===== config.mk =====
export PLATFORM = sky130hd
export DESIGN_NAME = aes_shiftmix_col_flat
export DESIGN_NICKNAME = d
export VERILOG_FILES = /design/src/rtl/aes_shiftmix_col_if.sv /design/src/rtl/aes_shiftmix_col.sv /design/src/flat_wrapper.sv
export SDC_FILE = /design/constraint.sdc
export NUM_CORES = 1
export LEC_CHECK = 0
export ABC_CLOCK_PERIOD_IN_PS = 4500
export BUFFER_PORTS_ARGS = -buffer_cell sky130_fd_sc_hd__buf_4
export CAP_MARGIN = 20
export CORE_MARGIN = 2
export CORE_UTILIZATION = 39
export DETAILED_ROUTE_END_ITERATION = 10
export PLACE_DENSITY_LB_ADDON = 0.2
export SLEW_MARGIN = 20
export SYNTH_ARGS = -nofsm -noshare
export SYNTH_HDL_FRONTEND = slang
export SYNTH_SLANG_ARGS = --single-unit

===== constraint.sdc =====
create_clock -name clk -period 4.5 [get_ports clk]
set_input_delay 0.9 -clock clk [delete_from_list [all_inputs] [get_ports clk]]
set_output_delay 0.9 -clock clk [all_outputs]
set_load 0.01 [all_outputs]

===== src/rtl/aes_shiftmix_col_if.sv =====
// Valid/ready bus between SubBytes, the ShiftRows/MixColumns stage and AddRoundKey.
// slave is the stage's view; master is the view of whatever drives and consumes it.
interface aes_shiftmix_col_if;
    logic        in_valid;
    logic        in_ready;
    logic [31:0] in_word;
    logic        in_last_rnd;
    logic        out_valid;
    logic        out_ready;
    logic [31:0] out_word;
    logic [1:0]  out_col;
    logic        out_last;

    modport slave (
        input  in_valid, in_word, in_last_rnd, out_ready,
        output in_ready, out_valid, out_word, out_col, out_last
    );

    modport master (
        output in_valid, in_word, in_last_rnd, out_ready,
        input  in_ready, out_valid, out_word, out_col, out_last
    );
endinterface


===== src/rtl/aes_shiftmix_col.sv =====
// AES round stage: buffers four SubBytes columns, then emits ShiftRows (+ MixColumns
// unless final round) one column per handshake.
module aes_shiftmix_col #(
    parameter bit MIX_EN = 1'b1
) (
    input  logic                clk,
    input  logic                rst,
    aes_shiftmix_col_if.slave   bus
);

    localparam int unsigned WORD_W = 32;
    localparam int unsigned COL_W  = 2;
    localparam int unsigned NCOL   = 4;

    typedef enum logic {
        ST_LOAD = 1'b0,
        ST_EMIT = 1'b1
    } state_t;

    state_t              r_state;
    state_t              w_next_state;
    logic [COL_W-1:0]    r_col;
    logic [WORD_W-1:0]   r_buf [NCOL];
    logic                r_last;

    logic                w_in_ready;
    logic                w_out_valid;
    logic                w_in_fire;
    logic                w_out_fire;

    logic [COL_W-1:0]    w_c1;
    logic [COL_W-1:0]    w_c2;
    logic [COL_W-1:0]    w_c3;
    logic [7:0]          w_t0;
    logic [7:0]          w_t1;
    logic [7:0]          w_t2;
    logic [7:0]          w_t3;
    logic [WORD_W-1:0]   w_shift;
    logic [WORD_W-1:0]   w_out_word;

    function automatic logic [7:0] xtime(input logic [7:0] a);
        return {a[6:0], 1'b0} ^ (a[7] ? 8'h1B : 8'h00);
    endfunction

    // State register
    always_ff @(posedge clk or posedge rst) begin
        if (rst) begin
            r_state <= ST_LOAD;
        end else begin
            r_state <= w_next_state;
        end
    end

    // Next state and handshake outputs; the column counter decides when a state is complete
    always_comb begin
        w_next_state = r_state;
        w_in_ready   = 1'b0;
        w_out_valid  = 1'b0;
        w_in_fire    = 1'b0;
        w_out_fire   = 1'b0;
        case (r_state)
            ST_LOAD: begin
                w_in_ready = 1'b1;
                if (bus.in_valid) begin
                    w_in_fire = 1'b1;
                    if (r_col == COL_W'(NCOL - 1)) begin
                        w_next_state = ST_EMIT;
                    end
                end
            end
            ST_EMIT: begin
                w_out_valid = 1'b1;
                if (bus.out_ready) begin
                    w_out_fire = 1'b1;
                    if (r_col == COL_W'(NCOL - 1)) begin
                        w_next_state = ST_LOAD;
                    end
                end
            end
            default: begin
                w_next_state = ST_LOAD;
            end
        endcase
    end

    // Buffer, column counter and final-round flag; counter wraps 3->0 exactly on FSM transitions
    always_ff @(posedge clk or posedge rst) begin
        if (rst) begin
            r_col  <= '0;
            r_last <= 1'b0;
            for (int i = 0; i < int'(NCOL); i++) begin
                r_buf[i] <= '0;
            end
        end else if (w_in_fire) begin
            r_buf[r_col] <= bus.in_word;
            if (r_col == '0) begin
                r_last <= bus.in_last_rnd;
            end
            r_col <= r_col + COL_W'(1);
        end else if (w_out_fire) begin
            r_col <= r_col + COL_W'(1);
        end
    end

    // ShiftRows: row r of the output column comes from buffer column (col + r) mod 4
    assign w_c1    = r_col + COL_W'(1);
    assign w_c2    = r_col + COL_W'(2);
    assign w_c3    = r_col + COL_W'(3);
    assign w_t0    = r_buf[r_col][31:24];
    assign w_t1    = r_buf[w_c1][23:16];
    assign w_t2    = r_buf[w_c2][15:8];
    assign w_t3    = r_buf[w_c3][7:0];
    assign w_shift = {w_t0, w_t1, w_t2, w_t3};

    generate
        if (MIX_EN) begin : g_mix
            logic [7:0]        w_x0;
            logic [7:0]        w_x1;
            logic [7:0]        w_x2;
            logic [7:0]        w_x3;
            logic [WORD_W-1:0] w_mix;

            assign w_x0  = xtime(w_t0);
            assign w_x1  = xtime(w_t1);
            assign w_x2  = xtime(w_t2);
            assign w_x3  = xtime(w_t3);
            // 3a = xtime(a) ^ a
            assign w_mix = {w_x0 ^ w_x1 ^ w_t1 ^ w_t2 ^ w_t3,
                            w_t0 ^ w_x1 ^ w_x2 ^ w_t2 ^ w_t3,
                            w_t0 ^ w_t1 ^ w_x2 ^ w_x3 ^ w_t3,
                            w_x0 ^ w_t0 ^ w_t1 ^ w_t2 ^ w_x3};
            assign w_out_word = r_last ? w_shift : w_mix;
        end else begin : g_nomix
            assign w_out_word = w_shift;
        end
    endgenerate

    assign bus.in_ready  = w_in_ready;
    assign bus.out_valid = w_out_valid;
    assign bus.out_word  = w_out_word;
    assign bus.out_col   = r_col;
    assign bus.out_last  = (r_col == COL_W'(NCOL - 1));

endmodule


===== src/flat_wrapper.sv =====
// flat-port wrapper written by rule: the top's interface ports become plain ports
module aes_shiftmix_col_flat 
#(
    parameter bit MIX_EN = 1'b1
)
  (clk, rst, bus_in_valid, bus_in_word, bus_in_last_rnd, bus_out_ready, bus_in_ready, bus_out_valid, bus_out_word, bus_out_col, bus_out_last);
  aes_shiftmix_col_if bus_i ();
  input  logic clk;
  input  logic rst;
  input wire logic [$bits(bus_i.in_valid)-1:0] bus_in_valid;
  input wire logic [$bits(bus_i.in_word)-1:0] bus_in_word;
  input wire logic [$bits(bus_i.in_last_rnd)-1:0] bus_in_last_rnd;
  input wire logic [$bits(bus_i.out_ready)-1:0] bus_out_ready;
  output wire logic [$bits(bus_i.in_ready)-1:0] bus_in_ready;
  output wire logic [$bits(bus_i.out_valid)-1:0] bus_out_valid;
  output wire logic [$bits(bus_i.out_word)-1:0] bus_out_word;
  output wire logic [$bits(bus_i.out_col)-1:0] bus_out_col;
  output wire logic [$bits(bus_i.out_last)-1:0] bus_out_last;
  assign bus_i.in_valid = bus_in_valid;
  assign bus_i.in_word = bus_in_word;
  assign bus_i.in_last_rnd = bus_in_last_rnd;
  assign bus_i.out_ready = bus_out_ready;
  assign bus_in_ready = bus_i.in_ready;
  assign bus_out_valid = bus_i.out_valid;
  assign bus_out_word = bus_i.out_word;
  assign bus_out_col = bus_i.out_col;
  assign bus_out_last = bus_i.out_last;
  aes_shiftmix_col #(.MIX_EN(MIX_EN)) u_core (.clk(clk), .rst(rst), .bus(bus_i));
endmodule

======== Word-level counts from Yosys, hierarchy flattened ========
Cells that the tools add are included.
cells by class
  muxes and demuxes ....................... 33
  reduce and logical (&&, ||, !) cells .... 4
  eq/ne operators ......................... 1
  bitwise operators ....................... 25
  order comparisons ....................... 5
  add/subtract/negate cells ............... 3
operators with widths
  operator                                                    number
  binary-select mux 32 bit (select 2 bit)                     4
  XOR 8 bit                                                   20
  bitwise mux 128 bit                                         1
  2-to-1 mux 32 bit                                           4
  demux 32 bit (select 2 bit)                                 1
  2-to-1 mux 24 bit                                           2
  2-to-1 mux 16 bit                                           2
  2-to-1 mux 5 bit                                            4
  2-to-1 mux 8 bit                                            2
  greater-or-equal comparator 3 bit, second input constant    4
  inverter 2 -> 3 bit                                         4
  2-to-1 mux 1 bit                                            10
  adder 2 bit, second input constant                          2
  2-to-1 mux 2 bit                                            2
  less-than comparator 3 x 1 -> 1 bit, second input constant  1
  adder 2 x 1 -> 2 bit, second input constant                 1
  == test 2 bit, second input constant                        1
  zero test 2 bit                                             1
  one-hot mux 1 bit (2 select lines)                          1
  AND reduction 2 bit                                         1
  nonzero test 2 bit                                          1
  logical AND 1 bit                                           1
  inverter 1 bit                                              1
storage, ports and cells
  logic and storage cells ................. 78
  output and inout port bits .............. 37
  register bits after elaboration ......... 132
  input port bits ......................... 37

======== Longest topological paths before layout ========
Gate-level depths: netlist of the first run.
  depth in word-level cells ............... 12
  gate-level depth with buffers ........... 11
  gate-level depth less buffers ........... 6

======== Least setup slack after synthesis of the first run ========
Ideal clock, no wire load.
  path kind ............................... register -> output
  start point ............................. register u_core.r_col[0], in the netlist u_core.bus.out_col[0]
  end point ............................... output port bus_out_word[19]
  cell stages (with the launch flop) ...... 11
  data required time ...................... 3600 ps
  arrival time ............................ 2953 ps
  path slack .............................. 647 ps
  path through ............................ dfrtp_1 -> buf_6 -> buf_12 -> buf_6 -> inv_1 -> ha_1 -> buf_4 -> mux4_2 -> xor3_1 -> xnor3_1 -> o21ai_0
on the way
  word-level cells in the longest chain between the ends .. 12
  elaborated cells on any way between the ends .. 28
ends and longest elaborated chain
  item                                                    line                     source
  start, declared                                         aes_shiftmix_col.sv:22   logic [COL_W-1:0] r_col;
  start signal, assigned                                  aes_shiftmix_col.sv:99   r_col <= r_col + COL_W'(1);
  start signal, assigned                                  aes_shiftmix_col.sv:101  r_col <= r_col + COL_W'(1);
  adder 2 x 1 -> 2 bit *                                  aes_shiftmix_col.sv:106  assign w_c1 = r_col + COL_W'(1);
  named net u_core.w_c1[0]                                aes_shiftmix_col.sv:31   logic [COL_W-1:0] w_c1;
  inverter 2 -> 3 bit (implied by the code) *             aes_shiftmix_col.sv:110  assign w_t1 = r_buf[w_c1][23:16];
  binary-select mux 32 bit (select 2 bit) *               aes_shiftmix_col.sv:110
  2-to-1 mux 24 bit (implied by the code) * (2 in a row)  aes_shiftmix_col.sv:110
  2-to-1 mux 5 bit                                        aes_shiftmix_col.sv:42   return {a[6:0], 1'b0} ^ (a[7] ? 8'h1B : 8'h00);
  XOR 8 bit                                               aes_shiftmix_col.sv:42
  XOR 8 bit (4 in a row)                                  aes_shiftmix_col.sv:129  w_t0 ^ w_x1 ^ w_x2 ^ w_t2 ^ w_t3,
  2-to-1 mux 32 bit *                                     aes_shiftmix_col.sv:132  assign w_out_word = r_last ? w_shift : w_mix;
  end, declared                                           flat_wrapper.sv:16       output wire logic [$bits(bus_i.out_word)-1:0] bus_out_word;
The timed path passes the listed nets; every way through them passes the cells marked *. The select of a mux whose other input is x is not followed.

======== Worst setup path in the final report of the first run ========
  start point ............................. register u_core.r_col[0], in the netlist u_core.bus.out_col[0]
  end point ............................... output port bus_out_word[19]
on the way
  word-level cells in the longest chain between the ends .. 12
  elaborated cells on any way between the ends .. 28
ends and longest elaborated chain
  item                                                  line
  adder 2 x 1 -> 2 bit                                  aes_shiftmix_col.sv:106
  inverter 2 -> 3 bit (implied by the code)             aes_shiftmix_col.sv:110
  binary-select mux 32 bit (select 2 bit)               aes_shiftmix_col.sv:110
  2-to-1 mux 24 bit (implied by the code) (2 in a row)  aes_shiftmix_col.sv:110
  2-to-1 mux 5 bit                                      aes_shiftmix_col.sv:42
  XOR 8 bit                                             aes_shiftmix_col.sv:42
  XOR 8 bit (4 in a row)                                aes_shiftmix_col.sv:129
  2-to-1 mux 32 bit *                                   aes_shiftmix_col.sv:132
Mark *: on every way between the ends. The rest lies on a longest branch, timed or not. The select of a mux whose other input is x is not followed.

==> flow_summary.json, run 1 <==
{
  "grt_usage_pct": 18.0,
  "clkLatencyLatePin_ps": 410,
  "status": "finished clean",
  "synth-seq-cells": 132,
  "die_h_um": 142,
  "core_area_mm2": 0.0186,
  "grt_setup_unrepaired": "no",
  "end_kind": "output port",
  "wl_um": 17200,
  "syn_area_mm2": 0.00741,
  "overflow": 0,
  "drv_cap": 0,
  "synthCells": 483,
  "die_area_mm2": 0.0201,
  "drc_errors": 0,
  "crit_type": "flop to output port",
  "rr_worst_depth": 5,
  "grt_pass1_vias": 4530,
  "final_nets": 597,
  "avgRoutedWirePerCell_um": 21.4,
  "seq_area_frac_synth_pct": 44.6,
  "rows": 50,
  "cts.clk_slew.worst_paths_ps": 60,
  "timing_worst_slew_pin_value_ps": 972,
  "cts.path.max_buffers": 2,
  "finalSetupViolCount": 0,
  "cts_max_level": 4,
  "syn_nets": 524,
  "drtIter0Drc": 236,
  "min_period_over_period_pct": 96.2,
  "diodes": 0,
  "cts.sinks": 132,
  "cts_made_buffers": 17,
  "grt_pass1_wl_um": 26700,
  "cpMaxStageDelayCell": "mux4_1",
  "fmax_ghz": 0.231,
  "fill_cells": 1654,
  "tns_ps": 0,
  "start_util_pct": 39.7,
  "routabilityCongestion": 0.829,
  "io_buffers": 73,
  "required_ps": 3600,
  "drive_gt1_share_pct": 50.2,
  "postSynthAreaPerCell_um2": 15.3,
  "ant_nets": 0,
  "die_w_um": 142,
  "root_buffer": "clkbuf_16",
  "crit_arrival_ps": 3430,
  "crit_fanout": 36,
  "hold_viol": 0,
  "cpMostUsedCell": "buf_4",
  "vias_per_cell": 5.30,
  "vias": 4247,
  "slowest_delay_ps": 950,
  "critPathBufInv": 2,
  "area_growth_pct": 18.9,
  "ioPinCount": 74,
  "cp-start-kind": "flop",
  "min_period_ps": 4330,
  "synth_cell_type_count": 25,
  "whs_path_depth": 1,
  "worstSetupPathDepth": 6,
  "dp_hpwl_um": 12000,
  "yosysWarnings": 0,
  "cts_tree": "done",
  "min_path_type": "flop to flop",
  "antenna_found_initial": 0,
  "final_cell_mix": "mux2_2 (130), dfrtp_1 (130), buf_4 (82)",
  "post-cts-setup-buffers": 0,
  "cpLargestDelayFamily": "multiplexers",
  "path_cells": "buf_4 > mux4_1 > xnor2_1 > xnor3_1 > o21ai_0 > buf_4",
  "slew_viol_final": 0,
  "fin_skew_ps": 6.05,
  "slew_headroom_pct": 35.2,
  "grt_max_degree": 83,
  "drtPass1Iterations": 4
}
repair_timing:
item,CTS,global route
resized for setup,0,1
setup endpoints to repair,0,7
hold buffers,0,0
stage by stage:
step,std cells,cell area (um^2),worst slack [ps],utilization (%),hold WS [ps]
2_1_floorplan,483,7410,74.0,-,470
3_3_place_gp,770,8160,532,43.8,479
3_5_place_dp,771,8190,524,43.9,488
4_1_cts,802,8800,60.0,47.2,501
5_1_grt,802,8810,30.2,47.2,512
6_report,802,8810,171,47.2,499
worst register-to-register path: cells and delay by family, from the launching register on:
kind	cells	cell delay [ps]
buf+inv	2	780
simple gates	1	550
flops	1	400
mux	1	400
fa+ha+maj	1	350
synth_stat cells, drive strengths merged:
cell / number / area (um^2)
dlygate4sd1: 2 / 17.5
buf: 23 / 146
inv: 4 / 15.0
mux4: 32 / 728
nor2b: 1 / 6.26
xor2: 9 / 93.8
nand2: 39 / 146
xor3: 9 / 214
o21ai: 32 / 160
xnor2: 28 / 320
dfrtp: 132 / 3300
a21oi: 1 / 5.00
mux2: 130 / 1460
ha: 4 / 50.1
clkbuf: 5 / 18.8
xnor3: 32 / 721
metal layers:
| metal | GRT usage (%) | part of all wire [%] |
|---|---|---|
| met5 | 0 | 0 |
| met4 | 5.21 | 0.91 |
| met3 | 3.81 | 4.5 |
| met2 | 29.2 | 49 |
| met1 | 24.6 | 46 |
final timing paths:
path | startpoint | end | slack (ps)
max reg2reg | u_core.bus.out_col[0] | u_core.r_buf[18] | 1920
min reg2reg | u_core.r_buf[110] | u_core.r_buf[110] | 500
min in group asynchronous | rst | u_core.r_state | 580
max in group asynchronous | rst | u_core.r_last | 3020
max | u_core.bus.out_col[0] | bus_out_word[19] | 170
min | u_core.r_buf[110] | u_core.r_buf[110] | 500
area by class of cell:
type / count / area, um^2 / share of cell area, %
flip-flops and latches: 132 / 3310 / 37.5
multi-input cells: 317 / 3910 / 44.4
well taps: 234 / 293 / 3.32
inverters: 4 / 17.5 / 0.199
clock buffers: 22 / 464 / 5.27
repair buffers: 84 / 663 / 7.53
clock inverters: 9 / 153 / 1.73
sequential cells by signal (all words and copies together) (netlist names):
signal and cells:
u_core.bus.out_col 2, u_core.r_buf 128, u_core.r_last 1, u_core.r_state 1
kinds of logic after synthesis:
logic type               after synthesis  synth area share (%)
XOR/XNOR                              78                  18.2
multiplexers                         162                  29.6
flip-flops                           132                  44.6
buffers and inverters                 34                  2.67
AO/OA/AOI/OAI                         33                  2.23
adder cells (fa/ha/maj)                4                 0.675
AND/OR/NAND/NOR                       40                  2.06
Power of run 1 is left out: the tool's default activity adds up to more than one toggle a clock period on the data nets, which glitch-free logic cannot reach.
==> run 2, diff against run 1 <==
Settings changed: BUFFER_PORTS_ARGS -buffer_cell sky130_fd_sc_hd__buf_4 to not set, DONT_BUFFER_PORTS set to 1.
==> run 2 against run 1 <==
Compared with the run above: sequential share of layout area up 1.8 points; sequential cell count did not move; non-clock buffer count decreased by 42; fmax up 2.3%; clock-buffer cell count unchanged; critical path depth unchanged; worst hold slack got worse by 300 ps.
==> flow_summary.json, run 2 (synthesis results as in run 1) <==
{
  "start_util_pct": 39.7,
  "tns_ps": 0,
  "cts.path.max_buffers": 2,
  "cts_hold_buf": 0,
  "critPathLaunch": "u_core.bus.out_col[0]",
  "antenna_found_initial": 0,
  "root_buffer": "clkbuf_16",
  "critPathBufInv": 2,
  "final_cell_mix": "mux2_2 (130), dfrtp_1 (130), buf_4 (40)",
  "finalSetupViolCount": 0,
  "drtPass1Iterations": 4,
  "crit_fanout": 36,
  "r2r_slack_ps": 2310,
  "worstSetupPathDepth": 6,
  "grt_pass1_vias": 4461,
  "vias_per_cell": 5.30,
  "rr_startpoint": "u_core.bus.out_col[1]",
  "place_inst": 729,
  "path_cells": "buf_6 > mux4_1 > xnor2_4 > xnor3_1 > o21ai_1 > buf_4",
  "cts.clk_slew.worst_paths_ps": 60,
  "slew_headroom_pct": 33.3,
  "io_buffers": 0,
  "crit_arrival_ps": 3330,
  "area_growth_pct": 13.5,
  "hold_viol": 0,
  "cts_made_buffers": 17,
  "cpMaxStageDelayCell": "mux4_1",
  "fin_skew_ps": 8.43,
  "cts.sinks": 132,
  "core_area_mm2": 0.0186,
  "largest_reg_flops": 128,
  "min_path_type": "input port to asynchronous set/reset pin",
  "grt_max_degree": 132,
  "cp-start-kind": "flop",
  "drc_errors": 0,
  "dp_hpwl_um": 11600,
  "reg2reg_to": "u_core.r_buf[52]",
  "ant_nets": 0,
  "rows": 50,
  "critical_path.endpoint": "bus_out_word[12]",
  "clkLatencyLatePin_ps": 420,
  "wl_um": 17100,
  "die_h_um": 142,
  "required_ps": 3600,
  "drtIter0Drc": 258,
  "final_nets": 555,
  "end_kind": "output port",
  "rr_worst_depth": 5,
  "min_period_ps": 4230,
  "post-cts-setup-buffers": 0,
  "vias": 4036,
  "drv_cap": 0,
  "avgRoutedWirePerCell_um": 22.5,
  "die_w_um": 142,
  "cts_tree": "done",
  "status": "finished clean",
  "ioPinCount": 74,
  "min_period_over_period_pct": 94.0,
  "drive_gt1_share_pct": 46.7,
  "routabilityCongestion": 0.746,
  "fmax_ghz": 0.236,
  "crit_type": "flop to output port",
  "final_cell_count_no_fill": 761,
  "grt_pass1_wl_um": 26900,
  "diodes": 0,
  "overflow": 0,
  "die_area_mm2": 0.0201,
  "slowest_delay_ps": 930,
  "hold_slack_ps": 196,
  "timing_worst_slew_pin_value_ps": 1000,
  "cpLargestDelayFamily": "multiplexers",
  "regMostFlops": "u_core.r_buf",
  "slew_viol_final": 0,
  "grt_usage_pct": 18.2,
  "grt_setup_unrepaired": "no",
  "cts_max_level": 4
}
[run 2: layer usage]
metal / GRT usage [%] / part of all wire, %
met5: 0 / 0
met2: 29.4 / 48
met4: 4.63 / 1.0
met1: 24.2 / 45
met3: 5.37 / 6.0
[run 2: final cells by class]
class	instances	area, um^2
clock buffer	22	474
clock inverter	10	72.6
fill	1656	10200
inverter	4	17.5
multi-input combinational	317	3910
sequential	132	3310
tap	234	293
timing repair buffer	42	332
[run 2: worst min path at each step]
stage	start	to	slack, ps
2_1_floorplan	u_core.r_buf[114]	u_core.r_buf[114]	470
3_3_place_gp	u_core.r_buf[111]	u_core.r_buf[111]	480
3_5_place_dp	u_core.r_buf[18]	u_core.r_buf[18]	490
4_1_cts	rst	u_core.r_state	180
5_1_grt	rst	u_core.r_state	180
6_report	rst	u_core.r_state	200
[run 2: repair_timing]
| item | 4_1_cts | 5_1_grt |
|---|---|---|
| endpoints found under the hold margin | 0 | 0 |
| endpoints found under the setup margin | 0 | 6 |
| gates resized for setup | 0 | 2 |
[run 2: stage by stage]
step	area, um^2	util (%)	setup WS, ps
after floorplan	7410	-	74.0
after global placement	7850	42.1	507
after detailed placement	7860	42.1	504
after CTS	8400	45.1	45.9
after global routing	8410	45.1	118
final	8410	45.1	268
Power of run 2 is left out for the same reason.
